## src/rtl/pc_sequencer.sv

```systemverilog
// -----------------------------------------------------------------------------
// pc_sequencer
//
// Program-counter register and fetch-address sequencer for the MIPS core.
// It advances the fetch address by 4 and applies a resolved control-transfer
// target with one architectural branch-delay slot. A committed transfer to
// HALT_ADDR stops the CPU. A misaligned target also stops the CPU and sets a
// sticky error flag.
//
// Ports
//   clk          in   rising-edge system clock
//   reset_n      in   asynchronous active-low reset
//   stall        in   1 = hold all state this cycle
//   jump_en      in   current instruction is a taken transfer (sampled on advance)
//   jump_target  in   resolved transfer target, valid with jump_en
//   pc           out  current fetch address (registered)
//   pc_plus4     out  pc + 4, wraps mod 2^32
//   pc_4msb      out  pc_plus4[31:28], used to form J/JAL targets
//   link_addr    out  pc + 8, wraps mod 2^32 (link register value)
//   delay_slot   out  1 = current pc is a branch delay slot
//   active       out  1 = CPU running, 0 once halted
//   addr_error   out  sticky misaligned-target flag
// -----------------------------------------------------------------------------
module pc_sequencer #(
   parameter logic [31:0] RESET_VECTOR = 32'hBFC0_0000,
   parameter logic [31:0] HALT_ADDR    = 32'h0000_0000
) (
   input  logic        clk,
   input  logic        reset_n,
   input  logic        stall,
   input  logic        jump_en,
   input  logic [31:0] jump_target,
   output logic [31:0] pc,
   output logic [31:0] pc_plus4,
   output logic [3:0]  pc_4msb,
   output logic [31:0] link_addr,
   output logic        delay_slot,
   output logic        active,
   output logic        addr_error
);

   typedef enum logic [1:0] {
      SEQ    = 2'd0,
      DELAY  = 2'd1,
      HALTED = 2'd2
   } state_t;

   state_t      state, state_next;
   logic [31:0] pc_next;
   logic [31:0] target, target_next;
   logic        addr_error_next;
   logic        advance;

   // Address arithmetic wraps naturally in 32 bits; wrap-around is legal.
   assign pc_plus4   = pc + 32'd4;
   assign link_addr  = pc + 32'd8;
   assign pc_4msb    = pc_plus4[31:28];
   assign delay_slot = (state == DELAY);
   assign active     = (state != HALTED);
   assign advance    = active & ~stall;

   // NOTE: every signal written here gets a default first, so no path leaves
   // it unassigned and no latch is inferred.
   always_comb begin
      state_next      = state;
      pc_next         = pc;
      target_next     = target;
      addr_error_next = addr_error;

      if (advance) begin
         unique case (state)
            SEQ: begin
               if (jump_en) begin
                  if (jump_target[1:0] != 2'b00) begin
                     // Misaligned target: stop at the jump instruction itself.
                     addr_error_next = 1'b1;
                     state_next      = HALTED;
                  end else begin
                     // Capture the target now; the delay slot executes first.
                     target_next = jump_target;
                     pc_next     = pc_plus4;
                     state_next  = DELAY;
                  end
               end else begin
                  pc_next = pc_plus4;
               end
            end
            DELAY: begin
               // A transfer in the delay slot is ignored: the first target wins.
               pc_next    = target;
               state_next = (target == HALT_ADDR) ? HALTED : SEQ;
            end
            HALTED: begin
               // Unreachable while advancing; everything stays frozen.
            end
            default: begin
               state_next = HALTED;
            end
         endcase
      end
   end

   // NOTE: registered state uses non-blocking assignments so every flop
   // samples the values from before the edge, independent of statement order.
   always_ff @(posedge clk or negedge reset_n) begin
      if (!reset_n) begin
         state      <= SEQ;
         pc         <= RESET_VECTOR;
         target     <= '0;
         addr_error <= 1'b0;
      end else begin
         state      <= state_next;
         pc         <= pc_next;
         target     <= target_next;
         addr_error <= addr_error_next;
      end
   end

endmodule

```

## config.mk

```make
export PLATFORM = sky130hd
export DESIGN_NAME = pc_sequencer
export DESIGN_NICKNAME = d
export VERILOG_FILES = /design/src/rtl/pc_sequencer.sv
export SDC_FILE = /design/constraint.sdc
export NUM_CORES = 1
export LEC_CHECK = 0
export BUFFER_PORTS_ARGS = -buffer_cell sky130_fd_sc_hd__buf_2
export CORE_UTILIZATION = 40
export DETAILED_ROUTE_END_ITERATION = 8
export HOLD_SLACK_MARGIN = 0.02
export RECOVER_POWER = 25
export SYNTH_ARGS = -nofsm -noshare
export SYNTH_HDL_FRONTEND = slang
export SYNTH_SLANG_ARGS = --single-unit
```

## constraint.sdc

```tcl
create_clock -name clk -period 6.25 [get_ports clk]
set_input_delay 0.625 -clock clk [delete_from_list [all_inputs] [get_ports clk]]
set_output_delay 0.625 -clock clk [all_outputs]
set_load 0.005 [all_outputs]
```

== Yosys cells after proc, flatten, opt, wreduce, memory -nomap -nowiden ==
Cells that the tools add are included.
Operators by class
  add/sub/neg operators: 2
  $mul: 0
  div/mod/pow operators: 0
  order comparisons: 0
  eq/ne operators: 5
  shift-type cells: 0
  mux-type cells: 7
  bitwise logic cells: 4
  reductions and logical operators: 8
Operator list (number)
  $mux W32: 2
  $pmux W32 S2: 1
  $add A32 B3 Y32 const B: 1
  $add A32 B4 Y32 const B: 1
  $logic_not A32 Y1: 1
  $reduce_and A4 Y1: 2
  $mux W2: 3
  $pmux W2 S3: 1
  $reduce_and A3 Y1: 2
  $ne A2 B2 Y1 const B: 2
  $reduce_bool A2 Y1: 2
  $ne A3 B3 Y1 const B: 1
  $not A1 Y1: 3
  $eq A2 B1 Y1 const B: 1
  $eq A2 B2 Y1 const B: 1
  $logic_not A2 Y1: 1
  $and A1 B1 Y1: 1
Storage, ports and cells
  bits in registers: 67
  latch bits: 0
  bits in writable memories: 0
  memory bits (read-only): 0
  input port bits: 36
  output and inout port bits: 103
  logic and storage cells: 30
  memories: 0

== Logic depth before layout (Yosys ltp) ==
Gate-level depths: netlist of the first run.
  word-level depth: 4
  depth in mapped cells: 7
  depth with buffers taken out: 5

== Worst setup path after synthesis of the first run ==
No wires, ideal clock.
  path kind: register to output
  from: register pc[22]
  to: output port pc_plus4[29]
  arrival: 1.927 ns
  data required time: 5.625 ns
  slack: 3.698 ns
  cell stages (with the launch flop): 7
  buffers on the path: 2
  cells stage by stage: dfstp_2 > clkbuf_1 > nand4_1 > nor4b_1 > nand2_1 > xnor2_1 > buf_4
On the way
  cells in the longest elaborated chain, start to end: 1
RTL lines
  start: declaration: RTL line 33  | output logic [31:0] pc,
  start signal: assignment: RTL line 113  | pc <= pc_next;
  $add A32 B3 Y32: RTL line 55  | assign pc_plus4 = pc + 32'd4;
  end: declaration: RTL line 34  | output logic [31:0] pc_plus4,
No other way between the ends.

==> metrics.md, run 1 <==
| Metric | Value |
|---|---|
| Top post-synthesis cells by area | dfrtp_1 (31%), mux2_2 (7.8%), xnor2_1 (5.9%), dfstp_2 (5.1%), xor2_1 (4.5%) |
| Synth warn | 0 |
| Critical Path RT | 5.82 ns |
| Largest net degree at the start of global routing | a little under 70 |
| Placed cell areas | 5264 µm² |
| Post-layout instance area | 5573 µm² |
| Post-synth EDFFs | 0 |
| Vias | 4338 |
| Synth top cells by count | dfrtp_1 (58), nand2_1 (43), nor2_1 (33) |
| Clk Latency, worst-skew pair | 0.33 ns |
| Critical path capture point type | async pin |
| Place WS | 3.170 ns |
| Mapped Cells | 505 |
| Final Hold Viols | 0 |
| Failing checks | max-capacitance violations, max-slew violations |
| Leak | 2.477 nW |
| Unique masters post-synth | 55 |
| RSZ-0062 raised after global routing | false |
| Synth Area per Inst | slightly above 9 µm² |
| IO Pins | 139 |
| Chip height | 109.5 µm |
| Final slew viol count | 68 |
| Area leader, netlist | dfrtp_1 |
| Total CTS buffers | 9 |
| DRT iter0 DRCs | 277 |
| Worst Reg2Reg Path Length in Cells | 4 |
| Tcrit/Tclk final | around 61% |
| Post-Route WL | 13720 µm |
| Asr flop ratio synth | 100.0% |
| Synth Cell Area | 4621 µm² |
| Critical Path Source | reset_n |
| Count leader, synth | dfrtp_1 |
| Dpl hpwl | around 10000 µm |
| Routed wire per std cell | 18.32 µm |
| H-tree levels | 3 |
| CP Max Fanout | 67 |
| Post-CTS sizing | 0 |
| Via/cell ratio | approximately 5.8 |
| First-pass GRT wire length | 21420 µm |
| Status | finished with violations |
| Final worst slack | 2.454 ns |
| WHS Path Cells | 1 |
| Worst-path cell chain | buf_2, clkbuf_1 |
| Hold Path Class | reg2reg |
| Postcts setup bufs | 0 |
| Maximum clock path buffer count | 2 |
| CP peak stage delay | 2.61 ns |
| Clock Pin Slew Worst Setup and Hold Paths | 0.06 ns |
| Max VDD drop | 139.2 µV |
| Core ar. | 11030 µm² |
| Seq/Total Area, Yosys | between 30% and 40% |
| Final setup violation count | 0 |
| Antenna violations before repair | 0 |
| TritonRoute pass-1 iters | 5 |
| Post-route DRC violation count | 0 |
| Die Width | 109.5 µm |
| Minimum clock period | between 3 and 4 ns |
| Total GRT Usage | 23.61% |
| Post-Route Setup TNS | 0 ns |
| Slew margin rel. | -149.3% |
| N_diodes | 0 |
| Crit path launch type | primary input |
| Vias in the first global route | 3965 |
| Max cap viols | 1 |
| GP Congestion | 0.9292 |
| Slowest cell on crit path | clkbuf_1 |
| P&R area growth vs syn | 20.61% |
| Layout cells sized above 1 | 35.63% |
| Most used DFF post-synth | dfrtp_1 |
| Port Buffers | ~140 |
| CTS Sinks | 67 |
| Final hold slack | 0.4736 ns |
| Tightest Pin Transition | around 3.7 ns |
| #FFs+latches synth | 67 |
| Initial core utilization | 41.89% |
| Synth top area share | 31.41% |
| Filler cell count | 1060 |
| Die area | around 12000 µm² |
| Setup CP Type | in2async |
| Fin util | between 50% and 60% |
| Buf/Inv on CP | 2 |
| Antenna Nets Post-Route | 0 |
| Max Fclk | 263.4 MHz |
| Reg-to-Reg Start | pc[5] |
| Layout Skew | around 0.010 ns |
| Std cell rows | 38 |
| Levels on crit path | 2 |
| Final nets | about 640 |
| Clk Tree Root Cell | clkbuf_16 |
| Hold buffers post-CTS | 0 |
| Total gr overflow | 0 |
| CTS tree | done |
| Pwr dens | 243.7 nW/µm² |
| Hold Crit Start | addr_error |
| Syn Nets | 544 |
| Worst path top cell family by delay | buffers and inverters |
| Critical Path AT | ~3.4 ns |
==> area by class of cell <==
class | instances | area (µm²) | share of cell area (%)
Tap cell | 140 | 175.2 | 3.143
Sequential cell | 67 | 1688 | 30.29
Clock inverter | 5 | 60.06 | 1.078
Multi-Input combinational cell | 375 | 2635 | 47.28
Inverter | 6 | 22.52 | 0.4041
Clock buffer | 11 | 252.7 | 4.535
Timing Repair Buffer | 145 | 739.5 | 13.27
==> final timing paths <==
kind	endpoint	slack (ns)
min in group asynchronous	pc[4]	1.68
worst max-delay path	target[29]	2.45
max in group clk	pc_plus4[16]	2.79
worst min-delay path	addr_error	0.47
worst min register to register	addr_error	0.47
worst max register to register	pc[24]	3.69
==> flip-flops by register name, summed over array words and instances (netlist names) <==
register and count:
target 32, state 2, pc 32, addr_error 1
==> per-stage QoR <==
| stage | instances | power [W] |
|---|---|---|
| after floorplan | 505 | 0.0007067 |
| after global placement | 733 | 0.0008340 |
| after detailed placement | 733 | 0.0008402 |
| after CTS | 749 | 0.001370 |
| after global routing | 749 | 0.001427 |
| final | 749 | 0.001358 |
==> layer usage <==
metal	GRT usage, %	vias up	part of all wire [%]
met4	6.952	0	2.1
met2	35.22	203	44
met5	0	-	0
li1	-	2034	-
met3	3.794	22	7.5
met1	34.92	2079	47
==> report_power, final <==
group / internal [W] / switching, W / total, W
clock: 0.000332 / 0.000193 / 0.000525
combinational: 0.000137 / 0.000136 / 0.000272
sequential: 0.000478 / 0.0000833 / 0.000561
==> kinds of logic (layout without fill, tap and decap cells) <==
kind of cell	after synthesis	after routing	synth area share, %
AO/OA/AOI/OAI	73	73	10.21
XOR/XNOR	55	55	10.43
adder cells (fa/ha/maj)	3	3	0.8124
buffers and inverters	63	167	6.526
flip-flops	67	67	36.53
multiplexers	36	36	8.665
AND/OR/NAND/NOR	208	208	26.83
==> cell usage in the layout (no fill, tap or decap), types with 4 or more instances in the layout <==
master     instances
nand4b_1           4
a2bb2oi_1          4
xnor2_1           31
inv_1              5
clkbuf_16          9
nand2_1           43
nor2_1            33
o21ai_0           12
nor4_1            15
dfrtp_1           58
nand3_1           17
o211ai_1           4
and4_1             7
nor3_1            16
xor2_1            24
o22ai_1            4
o2bb2ai_1          5
buf_2            138
mux2i_1            4
nor4bb_1          12
mux2_2            32
a21oi_1           25
and2_1             4
nand4_1           27
buf_4              6
dfstp_2            9
nand2b_1           4
Note: power is estimated with default switching activity, not from simulation.
==> inputs of run 2 (changes only) <==
- clock period: 6.25 -> 3.6 ns (I/O delays scaled with it)
==> metrics.md, run 2 (synthesis results as in run 1) <==
| Metric | Value |
|---|---|
| Place WS | 1.039 ns (-2.131 ns) |
| Post-Route WL | 14120 µm (+2.9%) |
| Failing checks | max-capacitance violations, max-slew violations |
| First-pass GRT wire length | 22000 µm (+2.7%) |
| Vias in the first global route | 3954 (-0.28%) |
| Placed cell areas | 5286 µm² (+0.43%) |
| Total gr overflow | 0 (unchanged) |
| Max Fclk | approximately 340 MHz |
| Hold Path Class | in2reg |
| Die Width | 109.5 µm (unchanged) |
| Layout cells sized above 1 | 35.78% (+0.15 points) |
| Total CTS buffers | 9 (unchanged) |
| CP Max Fanout | 7 (-90%) |
| Die area | 11990 µm² (unchanged) |
| Critical Path RT | 3.24 ns (-2.58 ns) |
| Post-Route Setup TNS | 0 ns (unchanged) |
| Core ar. | 11030 µm² (unchanged) |
| Post-CTS sizing | 0 (unchanged) |
| Post-layout instance area | 5605 µm² (+0.58%) |
| Minimum clock period | 2.971 ns |
| Final nets | 646 (+0.47%) |
| IO Pins | 139 (unchanged) |
| Dpl hpwl | 10410 µm (+3.7%) |
| Total GRT Usage | 24.37% (+0.75 points) |
| Layout Skew | 0.01432 ns (+0.004338 ns) |
| Clk Tree Root Cell | clkbuf_16 |
| Tcrit/Tclk final | 82.54% |
| Chip height | 109.5 µm (unchanged) |
| Final Hold Viols | 0 (unchanged) |
| Via/cell ratio | 5.798 (+0.11%) |
| Post-route DRC violation count | 0 (unchanged) |
| Biggest regs | pc x32, target x32, state x2 |
| Routed wire per std cell | 18.78 µm (+2.5%) |
| Status | finished with violations |
| RSZ-0062 raised after global routing | false |
| TritonRoute pass-1 iters | 5 (unchanged) |
| Commonest non-fill, non-tap cell in the layout | buf_2 |
| Antenna violations before repair | 0 (unchanged) |
| Critical path capture point type | output port |
| Inst Count DP | 736 (+0.41%) |
| Port Buffers | 138 (unchanged) |
| N_diodes | 0 (unchanged) |
| Most frequent cells in the layout | buf_2 (136), dfrtp_1 (58), nand2_1 (43) |
| Final worst slack | 0.6287 ns (-1.825 ns) |
| Critical Path AT | 2.61 ns (-0.76 ns) |
| Max cap viols | 1 (unchanged) |
| Postcts setup bufs | 0 (unchanged) |
| Final setup violation count | 0 (unchanged) |
| Std cell rows | 38 (unchanged) |
| Max VDD drop | 217.8 µV (+56%) |
| Setup CP Type | reg2out |
| CTS tree | done |
| Slew margin rel. | -11.93% (+140 points) |
| Final slew viol count | 29 (-57%) |
| P&R area growth vs syn | 21.31% |
| Hold buffers post-CTS | 0 (unchanged) |
| Leak | 2.494 nW (+0.70%) |
| Antenna Nets Post-Route | 0 (unchanged) |
| H-tree levels | 3 (unchanged) |
| Largest net degree at the start of global routing | 41 (-40%) |
| Clk Latency, worst-skew pair | 0.34 ns (about the same) |
| Maximum clock path buffer count | 2 (unchanged) |
| Clock Pin Slew Worst Setup and Hold Paths | 0.07 ns (about the same) |
| DRT iter0 DRCs | 333 (+20%) |
| Pwr dens | 433.2 nW/µm² (+78%) |
| Tightest Pin Transition | 1.679 ns (-2.060 ns) |
| CTS Sinks | 67 (unchanged) |
| Vias | 4360 (+0.51%) |
| GP Congestion | 0.8825 (-5.0%) |
| Crit path launch type | flop |
| Filler cell count | 1050 (-0.94%) |
| Fin cells | 752 (+0.40%) |
| Initial core utilization | 41.89% (unchanged) |
-- run 2: changes by cell type in the layout (fill, tap and decap cells not counted), sizes merged --
cell and delta:
bufinv +1, buf +1, inv +1
-- run 2: stage by stage --
step,hold slack (ns),total power [W],util [%]
floorplan,0.06441,0.001227,-
global placement,0.4455,0.001451,47.92
detailed placement,0.4556,0.001463,47.92
CTS,0.09812,0.002437,50.86
global route,0.2541,0.002533,50.82
finish,0.2542,0.002428,50.82
-- run 2: critical path, stage by stage, from the launching register on --
cell	delay (ns)
dfrtp_1	0.47
ha_1	0.34
nand2_1	0.23
or4_1	0.62
nor2_1	0.22
xor2_1	0.23
buf_2	0.16
-- run 2: final timing paths --
check,startpoint,end,slack (ns),cells after the start
worst max register to register,pc[4],pc[19],1.09,5
worst max-delay path,pc[3],pc_plus4[16],0.63,6
max in group asynchronous,reset_n,target[4],1.41,2
worst min register to register,addr_error,addr_error,0.47,1
min in group asynchronous,reset_n,pc[10],0.44,1
worst min-delay path,jump_target[29],target[29],0.25,2
-- run 2: per-layer routing --
| layer | global-route usage, % | up-vias | wire, µm |
|---|---|---|---|
| li1 | - | 2037 | - |
| met3 | 4.031 | 20 | 1106 |
| met1 | 35.66 | 2093 | 6430 |
| met4 | 8.571 | 0 | 270 |
| met2 | 36.03 | 210 | 6317 |
| met5 | 0 | - | 0 |
-- run 2: layout make-up --
| type | count | area (µm²) | share of cell area [%] |
|---|---|---|---|
| Sequential cell | 67 | 1688 | 30.11 |
| Inverter | 6 | 22.52 | 0.4018 |
| Tap cell | 140 | 175.2 | 3.125 |
| Multi-Input combinational cell | 375 | 2635 | 47.01 |
| Timing Repair Buffer | 148 | 760.7 | 13.57 |
| Clock buffer | 9 | 225.2 | 4.018 |
| Clock inverter | 7 | 98.84 | 1.763 |
-- run 2: power breakdown --
part	total (W)	internal [W]	leakage, nW	switching (W)
registers	0.000969	0.000829	0.829	0.000140
clock network	0.000980	0.000612	0.156	0.000368
logic	0.000480	0.000238	1.51	0.000241
==> inputs of run 3 (changes only) <==
- clock period: 3.6 -> 3.09 ns (I/O delays scaled with it)
==> metrics.md, run 3 (synthesis results as in run 1) <==
| Metric | Value |
|---|---|
| Status | finished with violations |
| Failing checks | max-capacitance violations, max-slew violations |
| Clock Pin Slew Worst Setup and Hold Paths | 0.06 ns (about the same) |
| Initial core utilization | 41.89% (unchanged) |
| Leak | 2.483 nW (-0.45%) |
| Flop2flop setup slack | 0.81 ns (-0.28 ns) |
| Tcrit/Tclk final | 92.31% |
| RSZ-0062 raised after global routing | false |
| P&R area growth vs syn | 20.90% |
| Final nets | 647 (+0.15%) |
| Antenna Nets Post-Route | 0 (unchanged) |
| Die Width | 109.5 µm (unchanged) |
| IO Pins | 139 (unchanged) |
| H-tree levels | 3 (unchanged) |
| Worst Reg2Reg Path Length in Cells | 5 (unchanged) |
| Postcts setup bufs | 0 (unchanged) |
| Routed wire per std cell | 18.57 µm (-1.1%) |
| Post-Route WL | 13980 µm (-0.99%) |
| Critical Path Source | pc[3] |
| Fin util | 50.65% (-0.17 points) |
| N_diodes | 0 (unchanged) |
| FF-to-FF End | pc[24] |
| CP peak stage delay | 0.62 ns (about the same) |
| Post-route DRC violation count | 0 (unchanged) |
| Maximum clock path buffer count | 2 (unchanged) |
| First-pass GRT wire length | 21790 µm (-0.94%) |
| Inst Count DP | 737 (+0.14%) |
| Std cell rows | 38 (unchanged) |
| Slew margin rel. | -24.15% (-12 points) |
| Final Hold Viols | 0 (unchanged) |
| Biggest regs | pc x32, target x32, state x2 |
| Dpl hpwl | 10440 µm (+0.26%) |
| Critical path capture point type | output port |
| Area of the multi-input gates | 2635 µm² (unchanged) |
| Max VDD drop | 207.5 µV (-4.7%) |
| FF/Latch Area | 1688 µm² (unchanged) |
| Commonest non-fill, non-tap cell in the layout | buf_2 |
| CP Max Fanout | 7 (unchanged) |
| Largest net degree at the start of global routing | 42 (+2.4%) |
| Final setup violation count | 0 (unchanged) |
| Hold Path Class | in2reg |
| Critical Path AT | 2.54 ns (-0.07 ns) |
| Hold buffers post-CTS | 0 (unchanged) |
| Layout Skew | 0.01037 ns (-0.003951 ns) |
| Antenna violations before repair | 0 (unchanged) |
| Reg-to-Reg Start | pc[3] |
| Total gr overflow | 0 (unchanged) |
| Die area | 11990 µm² (unchanged) |
| CTS tree | done |
| Vias in the first global route | 4037 (+2.1%) |
| Post-CTS sizing | 0 (unchanged) |
| Fin cells | 753 (+0.13%) |
| CTS Sinks | 67 (unchanged) |
| GP Congestion | 0.9057 (+2.6%) |
| Chip height | 109.5 µm (unchanged) |
| Core ar. | 11030 µm² (unchanged) |
| Total GRT Usage | 24.22% (-0.15 points) |
| Max cap viols | 1 (unchanged) |
| Via/cell ratio | 5.728 (-1.2%) |
| Total CTS buffers | 9 (unchanged) |
| DRT iter0 DRCs | 276 (-17%) |
| Setup CP Type | reg2out |
| Critical Path RT | 2.78 ns (-0.46 ns) |
| Most frequent cells in the layout | buf_2 (137), dfrtp_1 (58), nand2_1 (43) |
| Layout cells sized above 1 | 35.73% (-0.058 points) |
| Worst-path cell chain | ha_1, nand2_1, or4_1, nor2_1, xor2_1, buf_2 |
| Max Fclk | 350.6 MHz |
| Port Buffers | 138 (unchanged) |
| Post-Route Setup TNS | 0 ns (unchanged) |
| CP Capture Point | pc_plus4[16] |
| Slowest cell on crit path | or4_1 |
| Final slew viol count | 35 (+21%) |
| TritonRoute pass-1 iters | 5 (unchanged) |
| Clk Tree Root Cell | clkbuf_16 |
| Pwr dens | 485.6 nW/µm² (+12%) |
| Tightest Pin Transition | 1.862 ns (+0.1833 ns) |
| Clk Latency, worst-skew pair | 0.33 ns (about the same) |
| Filler cell count | 1076 (+2.5%) |
| Crit path launch type | flop |
| Minimum clock period | 2.852 ns |
| Vias | 4313 (-1.1%) |
-- run 3: cell type report --
class	count	share of cell area, %
multi-input combinational	375	47.17
sequential	67	30.21
timing repair buffer	149	13.77
clock inverter	4	0.8959
inverter	6	0.4031
tap	140	3.135
clock buffer	12	4.412
-- run 3: worst min path at each step --
stage | slack (ns) | from | end | cells past startpoint
after floorplan | 0.01 | reset_n | addr_error | 0
after global placement | 0.45 | reset_n | pc[10] | 1
after detailed placement | 0.45 | reset_n | pc[10] | 1
after CTS | 0.10 | reset_n | pc[10] | 1
after global routing | 0.20 | jump_target[28] | target[28] | 2
final | 0.21 | jump_target[28] | target[28] | 2
-- run 3: metrics by stage --
step | setup WS (ns) | total power (W) | cell area, µm² | hold slack (ns)
floorplan | 0.8540 | 0.001429 | 4621 | 0.01341
global placement | 0.6607 | 0.001690 | 5306 | 0.4521
detailed placement | 0.6105 | 0.001703 | 5306 | 0.4522
CTS | 0.2417 | 0.002736 | 5603 | 0.1002
global route | 0.05038 | 0.002849 | 5587 | 0.1988
finish | 0.2376 | 0.002713 | 5587 | 0.2115
-- run 3: layer usage --
layer | wire [µm] | share of wire [%] | GRT usage, % | up-vias
met5 | 0 | 0 | 0 | -
met4 | 189 | 1.4 | 7.238 | 0
li1 | - | - | - | 2033
met3 | 1136 | 8.1 | 4.564 | 15
met2 | 6381 | 46 | 37.38 | 202
met1 | 6276 | 45 | 34.33 | 2063
-- run 3: critical path: cells and delay by family, from the launching register on --
kind / cells / cell delay [ns]
AND/OR/NAND/NOR: 3 / 1.06
adder cells (fa/ha/maj): 1 / 0.32
buffers and inverters: 1 / 0.15
flip-flops: 1 / 0.46
XOR/XNOR: 1 / 0.21
-- run 3: where the power goes --
group	switching, W	total (W)	internal, W
clock	0.000380	0.00103	0.000646
sequential	0.000165	0.00113	0.000967
combinational	0.000278	0.000556	0.000278
